### src/rtl/irrigation_sched_if.sv
// Request/sensor inputs and valve/display outputs of the irrigation scheduler.
interface irrigation_sched_if;
  logic       tick;
  logic [1:0] req;
  logic [1:0] mode;
  logic       water_ok;
  logic       abort;
  logic [1:0] valve;
  logic       active_zone;
  logic       busy;
  logic       paused;
  logic       done;
  logic       done_zone;
  logic [3:0] Dmin;
  logic [3:0] Umin;
  logic [3:0] Dseg;
  logic [3:0] Useg;

  modport master (
    output tick, req, mode, water_ok, abort,
    input  valve, active_zone, busy, paused, done, done_zone, Dmin, Umin, Dseg, Useg
  );

  modport slave (
    input  tick, req, mode, water_ok, abort,
    output valve, active_zone, busy, paused, done, done_zone, Dmin, Umin, Dseg, Useg
  );
endinterface

### src/rtl/irrigation_sched.sv
// Two-zone round-robin irrigation scheduler with an MM:SS BCD countdown on a 1 Hz tick.
module irrigation_sched #(
  parameter logic [3:0] SPRK_MT = 4'd1,
  parameter logic [3:0] SPRK_MU = 4'd4,
  parameter logic [3:0] DRIP_MT = 4'd3,
  parameter logic [3:0] DRIP_MU = 4'd9
) (
  input logic               clk,
  input logic               reset,
  irrigation_sched_if.slave bus
);

  localparam int unsigned DW = 16;

  typedef enum logic [2:0] {IDLE, LOAD, RUN, PAUSE, DONE} state_t;

  state_t        state;
  logic          last_ptr;
  logic          zone;
  logic [DW-1:0] digits;
  logic [1:0]    valve;
  logic          busy;
  logic          paused;
  logic          done;
  logic          done_zone;
  logic          grant_c;
  logic          cancel_c;

  // Single requester wins outright; on a tie the zone not served last wins.
  always_comb begin
    grant_c = 1'b0;
    unique case (bus.req)
      2'b01:   grant_c = 1'b0;
      2'b10:   grant_c = 1'b1;
      default: grant_c = ~last_ptr;
    endcase
  end

  assign cancel_c = bus.abort && (state == LOAD || state == RUN || state == PAUSE);

  // One-second BCD decrement; only called when the time is non-zero.
  function automatic logic [DW-1:0] bcd_dec(input logic [DW-1:0] t);
    logic [3:0] mt, mu, st, su;
    {mt, mu, st, su} = t;
    if (su != 4'd0) su = su - 4'd1;
    else begin
      su = 4'd9;
      if (st != 4'd0) st = st - 4'd1;
      else begin
        st = 4'd5;
        if (mu != 4'd0) mu = mu - 4'd1;
        else begin
          mu = 4'd9;
          mt = mt - 4'd1;
        end
      end
    end
    return {mt, mu, st, su};
  endfunction

  always_ff @(posedge clk or posedge reset) begin
    if (reset) begin
      state     <= IDLE;
      last_ptr  <= 1'b1;
      zone      <= 1'b0;
      digits    <= '0;
      valve     <= 2'b00;
      busy      <= 1'b0;
      paused    <= 1'b0;
      done      <= 1'b0;
      done_zone <= 1'b0;
    end else begin
      done <= 1'b0;
      if (cancel_c) begin
        state  <= IDLE;
        digits <= '0;
        valve  <= 2'b00;
        busy   <= 1'b0;
        paused <= 1'b0;
      end else begin
        unique case (state)
          IDLE: begin
            if (bus.water_ok && (bus.req != 2'b00)) begin
              state    <= LOAD;
              last_ptr <= grant_c;
              zone     <= grant_c;
              busy     <= 1'b1;
            end
          end
          LOAD: begin
            state  <= RUN;
            digits <= bus.mode[zone] ? {DRIP_MT, DRIP_MU, 4'd5, 4'd9}
                                     : {SPRK_MT, SPRK_MU, 4'd5, 4'd9};
            valve  <= zone ? 2'b10 : 2'b01;
          end
          RUN: begin
            // Water shortage outranks the tick, including the final one.
            if (!bus.water_ok) begin
              state  <= PAUSE;
              paused <= 1'b1;
              valve  <= 2'b00;
            end else if (bus.tick) begin
              if (digits == '0) begin
                state     <= DONE;
                valve     <= 2'b00;
                busy      <= 1'b0;
                done      <= 1'b1;
                done_zone <= zone;
              end else begin
                digits <= bcd_dec(digits);
              end
            end
          end
          PAUSE: begin
            if (bus.water_ok) begin
              state  <= RUN;
              paused <= 1'b0;
              valve  <= zone ? 2'b10 : 2'b01;
            end
          end
          DONE:    state <= IDLE;
          default: state <= IDLE;
        endcase
      end
    end
  end

  assign bus.valve       = valve;
  assign bus.active_zone = zone;
  assign bus.busy        = busy;
  assign bus.paused      = paused;
  assign bus.done        = done;
  assign bus.done_zone   = done_zone;
  assign {bus.Dmin, bus.Umin, bus.Dseg, bus.Useg} = digits;

endmodule
### src/flat_wrapper.sv
// flat-port wrapper written by rule: the top's interface ports become plain ports
module irrigation_sched_flat 
#(
  parameter logic [3:0] SPRK_MT = 4'd1,
  parameter logic [3:0] SPRK_MU = 4'd4,
  parameter logic [3:0] DRIP_MT = 4'd3,
  parameter logic [3:0] DRIP_MU = 4'd9
)
  (clk, reset, bus_tick, bus_req, bus_mode, bus_water_ok, bus_abort, bus_valve, bus_active_zone, bus_busy, bus_paused, bus_done, bus_done_zone, bus_Dmin, bus_Umin, bus_Dseg, bus_Useg);
  irrigation_sched_if bus_i ();
  input logic clk;
  input logic reset;
  input wire logic [$bits(bus_i.tick)-1:0] bus_tick;
  input wire logic [$bits(bus_i.req)-1:0] bus_req;
  input wire logic [$bits(bus_i.mode)-1:0] bus_mode;
  input wire logic [$bits(bus_i.water_ok)-1:0] bus_water_ok;
  input wire logic [$bits(bus_i.abort)-1:0] bus_abort;
  output wire logic [$bits(bus_i.valve)-1:0] bus_valve;
  output wire logic [$bits(bus_i.active_zone)-1:0] bus_active_zone;
  output wire logic [$bits(bus_i.busy)-1:0] bus_busy;
  output wire logic [$bits(bus_i.paused)-1:0] bus_paused;
  output wire logic [$bits(bus_i.done)-1:0] bus_done;
  output wire logic [$bits(bus_i.done_zone)-1:0] bus_done_zone;
  output wire logic [$bits(bus_i.Dmin)-1:0] bus_Dmin;
  output wire logic [$bits(bus_i.Umin)-1:0] bus_Umin;
  output wire logic [$bits(bus_i.Dseg)-1:0] bus_Dseg;
  output wire logic [$bits(bus_i.Useg)-1:0] bus_Useg;
  assign bus_i.tick = bus_tick;
  assign bus_i.req = bus_req;
  assign bus_i.mode = bus_mode;
  assign bus_i.water_ok = bus_water_ok;
  assign bus_i.abort = bus_abort;
  assign bus_valve = bus_i.valve;
  assign bus_active_zone = bus_i.active_zone;
  assign bus_busy = bus_i.busy;
  assign bus_paused = bus_i.paused;
  assign bus_done = bus_i.done;
  assign bus_done_zone = bus_i.done_zone;
  assign bus_Dmin = bus_i.Dmin;
  assign bus_Umin = bus_i.Umin;
  assign bus_Dseg = bus_i.Dseg;
  assign bus_Useg = bus_i.Useg;
  irrigation_sched #(.SPRK_MT(SPRK_MT), .SPRK_MU(SPRK_MU), .DRIP_MT(DRIP_MT), .DRIP_MU(DRIP_MU)) u_core (.clk(clk), .reset(reset), .bus(bus_i));
endmodule
### config.mk
export PLATFORM = sky130hd
export DESIGN_NAME = irrigation_sched_flat
export DESIGN_NICKNAME = d
export VERILOG_FILES = /design/src/rtl/irrigation_sched_if.sv /design/src/rtl/irrigation_sched.sv /design/src/flat_wrapper.sv
export SDC_FILE = /design/constraint.sdc
export NUM_CORES = 1
export LEC_CHECK = 0
export CORE_MARGIN = 2
export CORE_UTILIZATION = 52
export DETAILED_ROUTE_END_ITERATION = 16
export PLACE_DENSITY = 0.8
export SLEW_MARGIN = 20
export SYNTH_ARGS = -nofsm -noshare
export SYNTH_HDL_FRONTEND = slang
export SYNTH_SLANG_ARGS = --single-unit
### constraint.sdc
create_clock -name clk -period 2.65 [get_ports clk]
set_input_delay 0.795 -clock clk [delete_from_list [all_inputs] [get_ports clk]]
set_output_delay 0.795 -clock clk [all_outputs]
set_load 0.02 [all_outputs]
==> summary.md <==
| Metric | Value |
|---|---|
| I/O Buffers | 31 |
| Initial antenna violation count | 0 |
| Count of max-cap constraint violations | 0 |
| Required @ worst endpoint | 2.87 ns |
| ANT cells | 0 |
| Layout area overhead | 25.50% |
| Total clock sinks | 27 |
| Routed len/inst | 15.34 microns |
| Setup CP Type | reg2reg |
| Design internal power | just over 1 mW |
| Latest clock arrival within the worst-skew pair | 0.32 ns |
| Area share of the largest cell type after synthesis | roughly two fifths |
| Register area | roughly 680 sq um |
| Number of enable flip-flop cells after synthesis | 0 |
| Clock Tree Root | sky130_fd_sc_hd__clkbuf_4 |
| Multi-input combinational cell area | 922.1 sq um |
| Die area | 0.003738 sq mm |
| Antenna-violating nets left | 0 |
| Num CTS Buffers | 3 |
| Relative contribution of combinational cells to total power | 51.8% |
| Category of cells accounting for the largest share of critical-path delay | simple AND/OR/NAND/NOR gates |
| Final weighted congestion of routability-driven global placement | 0.8323 |
| Setup violations, final | 0 |
| Final Hold Vio Count | 0 |
| Reported leakage power | 0.9351 nW |
| CTS tree | yes |
| Final core occ | 69.23% |
| Number of non-filler instances in the completed layout | 260 |
| Post-detailed-route DRC marker count | 0 |
| Clock period minus worst slack | 2.491 ns |
| Critical Path Sink Type | flip-flop |
| Deepest clock path buffer count | 2 |
| Number of H-tree levels | 1 |
| Clock transition at the registers of the reported paths | 0.14 ns |
| Number of resized instances in the post-cts repair step | 0 |
| Maximum number of pins on one net before global-route repair | 28 |
| Net count reported at finish | 234 |
| Final global-route overflow total | 0 |
| Area of the placeable core | 0.003078 sq mm |
| Top FF cell, synth | sky130_fd_sc_hd__dfrtp_1 |
| Via-per-instance ratio | roughly 5.8 |
| Sum of buffers and inverters on the critical path | 1 |
| List of cells traversed by the critical path | inv_1 -> ha_1 -> or3b_2 -> nor4b_4 -> and3_1 -> and2b_1 -> mux2_1 |
| Net count after synthesis | 194 |
| Height of the chip | 61.14 microns |
| Ys async rst share | between 90% and 100% |
| Post-Syn Area | roughly 0.0017 sq mm |
| Number of instances in the placed design | between 200 and 300 |
| Cells taking the most area after synthesis | sky130_fd_sc_hd__dfrtp_1, sky130_fd_sc_hd__ha_1, sky130_fd_sc_hd__a21oi_1 |
| Nature of the critical path startpoint | flip-flop |
| Number of global-route vias before repair | ~1500 |
| Initial Utilization | 55.16% |
| Top Ports | 32 |
| Top fanout value on the critical path | 5 |
| Layout cell share with drive strength beyond 1 | ~14% |
| RSZ-0062 raised after global routing | no |
| Hold buffer count at CTS | 0 |
| Final slew viol count | 0 |
| Global routing usage summed across all routing layers | a little under a quarter |
| Switching power share of the total | 41.88% |
| Initial drt markers | 74 |
| Most instantiated cells after synthesis | sky130_fd_sc_hd__dfrtp_1, sky130_fd_sc_hd__a21oi_1, sky130_fd_sc_hd__inv_1 |
| Achievable clock frequency | 0.4014 GHz |
| Normalized max-slew margin | 67.51% |
| Number of distinct library cells after synthesis | 57 |
| Global-route wire length before repair | 6.686 mm |
| Delay of the slowest cell on the worst path | roughly 0.53 ns |
| Total Routed Length | between 3 and 4 mm |
| Post-Syn Area per Cell | 9.593 sq um |
| Post-detail-place hpwl | 3.060 mm |
| Share of synthesized area occupied by flip-flops and latches | roughly 40% |
| Worst hold slack | around 0.51 ns |
| Count of TritonRoute iterations in the first routing pass | 4 |
| Status | finished, final reports clean |
| Post-Syn Instances | 177 |
| Number of warnings issued by yosys | 0 |
| Switching power | 0.7373 mW |
| Reg2Reg Setup Slack | about 0.16 ns |
| Post-Route Skew | 0.007462 ns |
| Part of the power in the clock network | 10.2% |
| Peak ir drop on the vdd network | 377.5 uV |
| Number of vias after detailed routing | roughly 1500 |
| Cell type with the highest aggregate area in the netlist | sky130_fd_sc_hd__dfrtp_1 |
| Site row count | 20 |
| Slowest cell on crit path | sky130_fd_sc_hd__or3b_2 |
| Layout fillers | 264 |
| Slew at the pin closest to its max-slew limit | between 0.4 and 0.5 ns |
| Share of the clock period used by the worst path | 94.00% |
| Arrival @ worst endpoint | 2.71 ns |
| Post CTS Setup Buffer Count | 0 |
| Top-count cell post-synth | sky130_fd_sc_hd__dfrtp_1 |
| Overall Power | 1.760 mW |
| Power per cell area | about 830 mW/mm^2 |
| Relative contribution of sequential cells to total power | a little under two fifths |
| Hold Crit Start | u_core.bus.done_zone$_DFFE_PP0P_ |
| Startpoint of the worst register-to-register path | u_core.digits[8]$_DFFE_PP0P_ |
| Summed negative setup slack over all endpoints | 0 ns |
| Startpoint of the worst setup timing path | u_core.digits[8]$_DFFE_PP0P_ |
| Path type of the worst min-delay path | reg2reg |
| Die outline width | 61.14 microns |
| Flip-flop and latch count after synthesis | 27 |
==> power by group through the flow <==
stage,clock network [mW],logic [mW],registers (mW)
5_1_grt,0.198,0.998,0.688
3_5_place_dp,0,0.911,0.673
3_3_place_gp,0,0.874,0.659
4_1_cts,0.182,0.915,0.665
6_report,0.179,0.912,0.670
2_1_floorplan,0,0.468,0.761
==> placed cells by master (no fill, tap or decap), types with 7 or more instances in the layout <==
master	instances
sky130_fd_sc_hd__dfrtp_1	26
sky130_fd_sc_hd__clkdlybuf4s50_1	31
sky130_fd_sc_hd__nand2_1	10
sky130_fd_sc_hd__inv_1	15
sky130_fd_sc_hd__o21ai_0	8
sky130_fd_sc_hd__nor2_1	7
sky130_fd_sc_hd__buf_4	11
sky130_fd_sc_hd__a21oi_1	16
sky130_fd_sc_hd__ha_1	8
==> cell families after synthesis <==
family / count (synthesis) / synth area share, %
mux: 9 / 5.821
compound gates: 54 / 21.67
simple gates: 56 / 20.41
flops: 27 / 39.87
xor+xnor: 1 / 0.5159
buf+inv: 22 / 5.821
fa+ha+maj: 8 / 5.896
==> path summary, 6_finish.rpt <==
path                                                     to  cells past startpoint
max                        u_core.bus.done_zone$_DFFE_PP0P_                      7
min                        u_core.bus.done_zone$_DFFE_PP0P_                      1
max reg2reg                u_core.bus.done_zone$_DFFE_PP0P_                      7
min reg2reg                u_core.bus.done_zone$_DFFE_PP0P_                      1
max in group asynchronous       u_core.last_ptr$_DFFE_PP1P_                      3
min in group asynchronous       u_core.bus.busy$_DFFE_PP0P_                      3
==> per-stage QoR <==
| stage | setup WS, ns | instance area [sq um] |
|---|---|---|
| final | 0.1590 | 2131 |
| after global routing | 0.04803 | 2131 |
| after CTS | 0.1562 | 2131 |
| after detailed placement | 0.06832 | 2103 |
| after global placement | 0.1099 | 2103 |
| after floorplan | 0.3673 | 1698 |
==> flip-flops by register name, indices dropped and copies added, names as in the netlist <==
signal                  count
u_core.state                3
u_core.bus.done_zone        1
u_core.bus.valve            2
u_core.last_ptr             1
u_core.bus.busy             1
u_core.bus.active_zone      1
u_core.bus.done             1
u_core.bus.paused           1
u_core.digits              16
==> routing by layer <==
layer	vias to the layer above	wire length (microns)	global-route usage, %	share of wire (%)
met2	47	1998	41.19	50
met5	-	0	0	0
met4	0	61	9.627	1.5
met3	6	163	2.941	4.1
met1	723	1764	29.84	44
li1	728	-	-	-
==> final cells by class <==
cell class / count / area share [%]
repair buffers: 42 / 18.44
inverters: 15 / 2.642
clock inverters: 1 / 0.2349
clock buffers: 3 / 1.057
flip-flops and latches: 27 / 31.77
multi-input cells: 128 / 43.28
well taps: 44 / 2.584
Power figures use the tool's default switching activity.
